$ cat config.mk
export PLATFORM = sky130hd
export DESIGN_NAME = mmio_responder_flat
export DESIGN_NICKNAME = d
export VERILOG_FILES = /design/src/rtl/mmio_responder_pkg.sv /design/src/rtl/mmio_responder_if.sv /design/src/rtl/mmio_responder_sw_debounce.sv /design/src/rtl/mmio_responder.sv /design/src/flat_wrapper.sv
export SDC_FILE = /design/constraint.sdc
export NUM_CORES = 1
export LEC_CHECK = 0
export ABC_CLOCK_PERIOD_IN_PS = 2500
export BUFFER_PORTS_ARGS = -buffer_cell sky130_fd_sc_hd__buf_2
export CAP_MARGIN = 20
export CORE_ASPECT_RATIO = 2
export CORE_MARGIN = 4
export CORE_UTILIZATION = 45
export CTS_CLUSTER_DIAMETER = 80
export DETAILED_ROUTE_END_ITERATION = 8
export GPL_ROUTABILITY_DRIVEN = 0
export HOLD_SLACK_MARGIN = 0.02
export PLACE_DENSITY = 0.75
export SLEW_MARGIN = 0
export SYNTH_ARGS = -nofsm -noshare
export SYNTH_HDL_FRONTEND = slang
export SYNTH_HIERARCHICAL = 1
export SYNTH_SLANG_ARGS = --single-unit
$ cat constraint.sdc
create_clock -name clk -period 2.5 [get_ports clk]
set_input_delay 0.125 -clock clk [delete_from_list [all_inputs] [get_ports clk]]
set_output_delay 0.125 -clock clk [all_outputs]
set_load 0.02 [all_outputs]
$ cat src/rtl/mmio_responder_pkg.sv
// mmio_responder_pkg: shared constants and types for the MMIO responder.
//   WORD_LEN        data/address width
//   MMIO_BASE_ADDR  default window base (window is 32 bytes)
//   MMIO_OFF_*      word offsets (addr[4:2]) of the registers
//   MMIO_CTRL_*     bit positions inside CTRL
//   db_state_t      switch debounce FSM states
package mmio_responder_pkg;
    localparam int WORD_LEN = 32;
    localparam logic [WORD_LEN-1:0] MMIO_BASE_ADDR = 32'hFFFF_0000;
    localparam logic [2:0] MMIO_OFF_LED    = 3'd0;
    localparam logic [2:0] MMIO_OFF_SWVAL  = 3'd1;
    localparam logic [2:0] MMIO_OFF_SWCHG  = 3'd2;
    localparam logic [2:0] MMIO_OFF_TCOUNT = 3'd3;
    localparam logic [2:0] MMIO_OFF_TCMP   = 3'd4;
    localparam logic [2:0] MMIO_OFF_CTRL   = 3'd5;
    localparam int MMIO_CTRL_EN         = 0;
    localparam int MMIO_CTRL_MATCH      = 1;
    localparam int MMIO_CTRL_AUTORELOAD = 2;
    localparam int MMIO_CTRL_IRQ_EN     = 3;
    typedef enum logic {DB_IDLE, DB_COUNT} db_state_t;
endpackage

$ cat src/rtl/mmio_responder_if.sv
// mmio_responder_if: CPU memory-stage data port as seen by the MMIO target.
//   mem_r_en  load request         mem_w_en  store request
//   addr      byte address         wdata     store data
//   rdata     load data (same cycle)   hit   address inside the window
interface mmio_responder_if;
    import mmio_responder_pkg::*;
    logic                mem_r_en;
    logic                mem_w_en;
    logic [WORD_LEN-1:0] addr;
    logic [WORD_LEN-1:0] wdata;
    logic [WORD_LEN-1:0] rdata;
    logic                hit;
    modport master (output mem_r_en, mem_w_en, addr, wdata, input rdata, hit);
    modport slave  (input mem_r_en, mem_w_en, addr, wdata, output rdata, hit);
endinterface

$ cat src/rtl/mmio_responder_sw_debounce.sv
// mmio_responder_sw_debounce: 2-flop synchroniser plus word-wide debounce FSM.
//   clk, rst_n  clock, asynchronous active-low reset
//   sw          raw asynchronous switch inputs
//   swval       accepted (debounced) switch value
//   chg         one-cycle pulse of bits that changed on acceptance
module mmio_responder_sw_debounce
    import mmio_responder_pkg::*;
#(
    parameter logic [15:0] DEBOUNCE_CYC = 16'd50000
) (
    input  logic                clk,
    input  logic                rst_n,
    input  logic [WORD_LEN-1:0] sw,
    output logic [WORD_LEN-1:0] swval,
    output logic [WORD_LEN-1:0] chg
);
    logic [WORD_LEN-1:0] sync1, sync2, cand, cand_n, swval_n;
    logic [15:0] cnt, cnt_n;
    db_state_t state, state_n;

    always_ff @(posedge clk or negedge rst_n) begin
        if (!rst_n) begin
            sync1 <= '0;
            sync2 <= '0;
            cand  <= '0;
            swval <= '0;
            cnt   <= '0;
            state <= DB_IDLE;
        end else begin
            sync1 <= sw;
            sync2 <= sync1;
            cand  <= cand_n;
            swval <= swval_n;
            cnt   <= cnt_n;
            state <= state_n;
        end
    end

    // A one-cycle debounce window accepts straight from IDLE; the counter
    // otherwise stops at DEBOUNCE_CYC-1 so it can never wrap.
    always_comb begin
        state_n = state;
        cnt_n   = cnt;
        cand_n  = cand;
        swval_n = swval;
        chg     = '0;
        if (state == DB_IDLE) begin
            if (sync2 != swval) begin
                if (DEBOUNCE_CYC == 16'd1) begin
                    swval_n = sync2;
                    chg     = sync2 ^ swval;
                end else begin
                    state_n = DB_COUNT;
                    cnt_n   = 16'd1;
                    cand_n  = sync2;
                end
            end
        end else if (sync2 != cand) begin
            cnt_n  = 16'd1;
            cand_n = sync2;
        end else if (sync2 == swval) begin
            state_n = DB_IDLE;
        end else if (cnt == DEBOUNCE_CYC - 16'd1) begin
            swval_n = cand;
            chg     = swval ^ cand;
            state_n = DB_IDLE;
        end else begin
            cnt_n = cnt + 16'd1;
        end
    end
endmodule

$ cat src/rtl/mmio_responder.sv
// mmio_responder: MMIO target with LED register, debounced switches and a compare timer.
//   clk, rst_n  clock, asynchronous active-low reset
//   bus         CPU data port (slave side): enables, address, store/load data, hit
//   sw          raw switch inputs
//   led         LED drive register
//   timer_irq   CTRL.match & CTRL.irq_en
module mmio_responder
    import mmio_responder_pkg::*;
#(
    parameter logic [WORD_LEN-1:0] BASE_ADDR    = MMIO_BASE_ADDR,
    parameter logic [15:0]         DEBOUNCE_CYC = 16'd50000
) (
    input  logic                clk,
    input  logic                rst_n,
    mmio_responder_if.slave     bus,
    input  logic [WORD_LEN-1:0] sw,
    output logic [WORD_LEN-1:0] led,
    output logic                timer_irq
);
    logic [WORD_LEN-1:0] delta, swval, chg, swchg, tcount, tcmp;
    logic [2:0] off;
    logic we, hit_cmp, en, match, arl, irq_en;

    mmio_responder_sw_debounce #(.DEBOUNCE_CYC(DEBOUNCE_CYC)) u_deb (
        .clk  (clk),
        .rst_n(rst_n),
        .sw   (sw),
        .swval(swval),
        .chg  (chg)
    );

    assign delta     = bus.addr - BASE_ADDR;
    assign bus.hit   = delta < WORD_LEN'(32);
    assign off       = delta[4:2];
    assign we        = bus.mem_w_en & bus.hit;
    assign hit_cmp   = en & (tcount == tcmp);
    assign timer_irq = match & irq_en;

    // Hardware set events take priority over W1C; CPU writes override the timer.
    always_ff @(posedge clk or negedge rst_n) begin
        if (!rst_n) begin
            led    <= '0;
            swchg  <= '0;
            tcount <= '0;
            tcmp   <= '1;
            en     <= 1'b0;
            match  <= 1'b0;
            arl    <= 1'b0;
            irq_en <= 1'b0;
        end else begin
            if (we && off == MMIO_OFF_LED) led <= bus.wdata;
            if (we && off == MMIO_OFF_TCMP) tcmp <= bus.wdata;
            swchg  <= (swchg & ~(we && off == MMIO_OFF_SWCHG ? bus.wdata : '0)) | chg;
            tcount <= we && off == MMIO_OFF_TCOUNT ? bus.wdata :
                      en ? (hit_cmp && arl ? '0 : tcount + 1'b1) : tcount;
            match  <= hit_cmp | (match & ~(we && off == MMIO_OFF_CTRL && bus.wdata[MMIO_CTRL_MATCH]));
            if (we && off == MMIO_OFF_CTRL) begin
                en     <= bus.wdata[MMIO_CTRL_EN];
                arl    <= bus.wdata[MMIO_CTRL_AUTORELOAD];
                irq_en <= bus.wdata[MMIO_CTRL_IRQ_EN];
            end
        end
    end

    always_comb begin
        bus.rdata = '0;
        if (bus.mem_r_en && bus.hit) begin
            case (off)
                MMIO_OFF_LED:    bus.rdata = led;
                MMIO_OFF_SWVAL:  bus.rdata = swval;
                MMIO_OFF_SWCHG:  bus.rdata = swchg;
                MMIO_OFF_TCOUNT: bus.rdata = tcount;
                MMIO_OFF_TCMP:   bus.rdata = tcmp;
                MMIO_OFF_CTRL:   bus.rdata = {{(WORD_LEN-4){1'b0}}, irq_en, arl, match, en};
                default:         bus.rdata = '0;
            endcase
        end
    end
endmodule

$ cat src/flat_wrapper.sv
// flat-port wrapper written by rule: the top's interface ports become plain ports
module mmio_responder_flat import mmio_responder_pkg::*;
#(
    parameter logic [WORD_LEN-1:0] BASE_ADDR    = MMIO_BASE_ADDR,
    parameter logic [15:0]         DEBOUNCE_CYC = 16'd50000
)
  (clk, rst_n, sw, led, timer_irq, bus_mem_r_en, bus_mem_w_en, bus_addr, bus_wdata, bus_rdata, bus_hit);
  mmio_responder_if bus_i ();
  input  logic clk;
  input  logic rst_n;
  input  logic [WORD_LEN-1:0] sw;
  output logic [WORD_LEN-1:0] led;
  output logic timer_irq;
  input wire logic [$bits(bus_i.mem_r_en)-1:0] bus_mem_r_en;
  input wire logic [$bits(bus_i.mem_w_en)-1:0] bus_mem_w_en;
  input wire logic [$bits(bus_i.addr)-1:0] bus_addr;
  input wire logic [$bits(bus_i.wdata)-1:0] bus_wdata;
  output wire logic [$bits(bus_i.rdata)-1:0] bus_rdata;
  output wire logic [$bits(bus_i.hit)-1:0] bus_hit;
  assign bus_i.mem_r_en = bus_mem_r_en;
  assign bus_i.mem_w_en = bus_mem_w_en;
  assign bus_i.addr = bus_addr;
  assign bus_i.wdata = bus_wdata;
  assign bus_rdata = bus_i.rdata;
  assign bus_hit = bus_i.hit;
  mmio_responder #(.BASE_ADDR(BASE_ADDR), .DEBOUNCE_CYC(DEBOUNCE_CYC)) u_core (.clk(clk), .rst_n(rst_n), .bus(bus_i), .sw(sw), .led(led), .timer_irq(timer_irq));
endmodule
==> out/summary.md <==
Along the worst path, the maximum fanout reaches 4. The tools report the number of global-route vias before repair as 11.56k. Leaving out fill and tap cells, the most frequent cells in the layout are 245 x dfrtp_1, 162 x buf_2, 132 x nor2_1. The logs give 277 for the clock net sink count and 0 for the final hold violation count. The H-tree depth reported by CTS is 1, and the number of design rule violations left after detail routing is 0.

The sum of overflow across all layers after global routing came out at 0. The cell area after layout was 17350 um^2; the number of DRC markers in iteration 0 was 1046. IR analysis of the VDD net gives a maximum drop of 0.4139 mV. TritonCTS built the clock tree. For this run, the number of Yosys warnings is 6.

For the max capacitance violation total, the log shows 0. For the peak clock frequency supported by timing, the log shows 0.4075 GHz. For this run, the register share of the synthesized area comes to 49.92%. After synthesis, the cell types taking the most area are dfrtp_1 44%, mux2_2 6.3%, dfstp_2 6.0%. The number of antenna diodes in the final layout is 0. The setup skew after layout was 18.15 ps; the HPWL after detailed placement was 31470 um. The worst setup path is captured at a register.

Internal power comes to 7.100 mW. In this run, synthesis inferred 0 flip-flops with an integrated enable. The signal on the critical path passes through xor2_1 -> nor4_1 -> buf_4 -> nand3_1 -> nor4_2 -> buf_4 -> nor2_1 -> buf_4 -> a22oi_1 -> a21oi_1. The total number of nets in the final design is 1660. Dividing the detail-routed wire length by the instance count gives 21.65 um.

The number of input and output port buffers inserted was 163. The share of total power dissipated in the clock network is 42.6%. Category of the most critical setup path: reg -> reg.

Prior to clock tree synthesis, the placed netlist has a worst setup slack of 68.24 ps. STA classifies the critical path startpoint as a register. Most used cell along the critical path: buf_4.

The flow ran to the end, and the final reports show no timing, DRC or antenna violations. Count of buffer and inverter cells on the critical path: 3. At the worst endpoint, the arrival time is 2860 ps. The relative max-transition margin came out at 52.49%. For this design the total switching power over the nets is 2.056 mW. The share of async-settable or async-resettable flops after synthesis is 100.0%, and the transition at the pin with the smallest max-transition slack is 712.6 ps.

After detailed placement, the design holds a cell count of 1839. The area added between synthesis and finish came out at 24.27%. Leaving out fill and tap cells, the most frequent cell in the layout is dfrtp_1. The logs give 3 for the buffer depth of the longest clock path and 1367 for the synthesized netlist net count. For the worst setup path, the data required time is 2900 ps.

The number of standard cells in the final layout excluding fillers was 1948. The most used flip-flop cell after synthesis was dfrtp_1. In this design, the stage delay of the slowest critical-path cell is 550 ps.

The tightest min-delay check is of the in -> async type. The die is 132.6 um wide. After synthesis, the largest area contributor takes up 43.90% of total cell area.

The run gives 91 as the site row count. The logs give 11.32k for the via count and 65490 um for the wire length of the first global-routing pass. The initial standard-cell utilization of the core came out at 45.43%. Cells with a size suffix above 1 make up 29.63% of the layout.

The final critical-path required period came out at 2454 ps. Dividing the detail-routed via count by the number of cells gives 5.809. In the finished design, the share of the clock period the worst path needs comes to 98.17%. The buffers inserted during post-CTS setup optimization came out at 0. Grouping stages by cell kind, the critical path spends the most delay in simple AND/OR/NAND/NOR gates.

Setup total negative slack on the finished layout was measured at 0 ps. The unique cell type count in the Yosys netlist was 70. Global routing used 24.46% of the available tracks across all layers. The placed instances occupy a cell area of 15850 um^2. The TritonCTS buffer count was 24. The tools report the total power draw as 9.156 mW.

The detail route stage leaves a number of antenna-violating nets equal to 0. The filler cells instantiated in the layout total 2592. Summed over all cells, the static leakage comes to 7.994 nW.

Number of standard cells after synthesis: 1265. The cell area that synthesis handed to floorplanning was 13960 um^2. Sequential cells account for 50.6% of the total power.

Of the total power, the share spent switching nets is 22.46%. In this run the standard cell core region covers 30740 um^2. The die area is 34090 um^2, and the max-slew violation count is 0. Of the total power, combinational logic draws 6.7%.

The mean post-synth cell area is 11.04 um^2. The number of top-level design ports is 166. Once routing completed, OpenROAD measured the worst setup slack at 45.81 ps. The power per standard cell area came out at 527.6 nW/um^2.

The cell with the biggest individual delay on the critical path was dfstp_2. Setup repair after global routing left no endpoint under its margin. After clock tree synthesis, the clock-pin slew on the worst setup and hold paths is 70 ps.

Setup violations remaining at the end of the flow were counted as 0. The pre-antenna-repair detailed-routing pass consisted of 6 iterations. From bottom edge to top edge, the die measures 257.1 um.

The worst-skew pair later-pin latency came out at 530 ps. The logs give 0 for the initial antenna violation count and 42180 um for the wire length reported by the detailed router. Clock tree synthesis selected as its root buffer the cell clkbuf_16. The register bit total from synthesis is 277.

The leading area contributor after synthesis was dfrtp_1. Entering global routing, the biggest net connects 78 pins.
## final timing paths
path                                                to  slack (ps)              startpoint  cells after the start
worst min register to register  u_core/u_deb/sync2[22]         340  u_core/u_deb/sync1[22]                      0
worst max register to register        u_core/tcount[3]          50         u_core/tcmp[30]                     10
worst min-delay path                     u_core/led[4]         100                   rst_n                      2
min in group clk                          u_core/match         110            bus_mem_w_en                      5
max in group asynchronous              u_core/tcmp[20]        1550                   rst_n                      3
worst max-delay path                  u_core/tcount[3]          50         u_core/tcmp[30]                     10
## area by class of cell
type	instances	area (um^2)	area share [%]
well taps	372	465.4	2.682
clock inverters	7	112.6	0.6489
repair buffers	332	2407	13.87
inverters	17	63.81	0.3677
multi-input cells	906	6623	38.16
clock buffers	37	710.7	4.095
flip-flops and latches	277	6972	40.17
## cell families (layout without fill, tap and decap cells)
kind of cell	Yosys count	count (layout)	share of synthesized area, %
AND/OR/NAND/NOR	379	379	13.43
buffers and inverters	82	393	2.903
XOR/XNOR	140	140	8.781
adder cells (fa/ha/maj)	2	2	0.1792
AO/OA/AOI/OAI	215	215	10.59
flip-flops	277	277	49.92
multiplexers	170	170	14.19
## routing by layer
layer	track usage (%)	up-vias	wire length [um]
met4	17.92	0	3415
met3	3.130	151	2483
met5	0	-	0
met2	44.07	557	22060
li1	-	5101	-
met1	25.81	5506	14230
## registers in the layout, summed over array words and instances (netlist names)
| signal | count |
|---|---|
| u_core/match | 1 |
| u_core/u_deb/cnt | 16 |
| u_core/arl | 1 |
| u_core/tcmp | 32 |
| u_core/tcount | 32 |
| u_core/u_deb/state | 1 |
| u_core/u_deb/sync2 | 32 |
| u_core/u_deb/cand | 32 |
| u_core/irq_en | 1 |
| u_core/u_deb/sync1 | 32 |
| u_core/swchg | 32 |
| u_core/en | 1 |
| u_core/u_deb/swval | 32 |
| u_core/led | 32 |
## metrics by stage
step / utilization, % / hold slack, ps
floorplan: - / -170.6
global placement: 51.56 / 91.13
detailed placement: 51.56 / 90.41
CTS: 56.35 / 87.52
global route: 56.45 / 118.9
finish: 56.45 / 95.17
## cell usage after synthesis, drive strengths merged, types with 3 or more instances
master and instances:
nor3 22, nand2 79, dfrtp 245, or4 3
or3 8, or2 3, a31oi 3, xnor2 76
buf 31, a22oi 27, o21a 3, and2 6
nand3 28, and3 12, nor2b 14, mux2 143
dfstp 32, a21oi 57, mux2i 27, inv 16
a221oi 18, nand4b 4, nor2 133, a22o 5
nand4 36, a211oi 8, a21o 39, clkbuf 34
nor4 23, o21ai 32, xor2 64
## power groups by stage
stage / logic, mW / registers [mW] / clock network (mW)
floorplan: 0.193 / 4.70 / 0
global placement: 0.525 / 4.71 / 0
detailed placement: 0.532 / 4.72 / 0
CTS: 0.614 / 4.64 / 3.99
global route: 0.657 / 4.64 / 4.17
finish: 0.618 / 4.64 / 3.90
## timing repair
item | in CTS | in global routing
hold endpoints to repair | 318 | 0
hold buffers | 65 | 0
endpoints found under the setup margin | 0 | 72
resized for setup | 0 | 5
(Power assumes the default switching activity.)
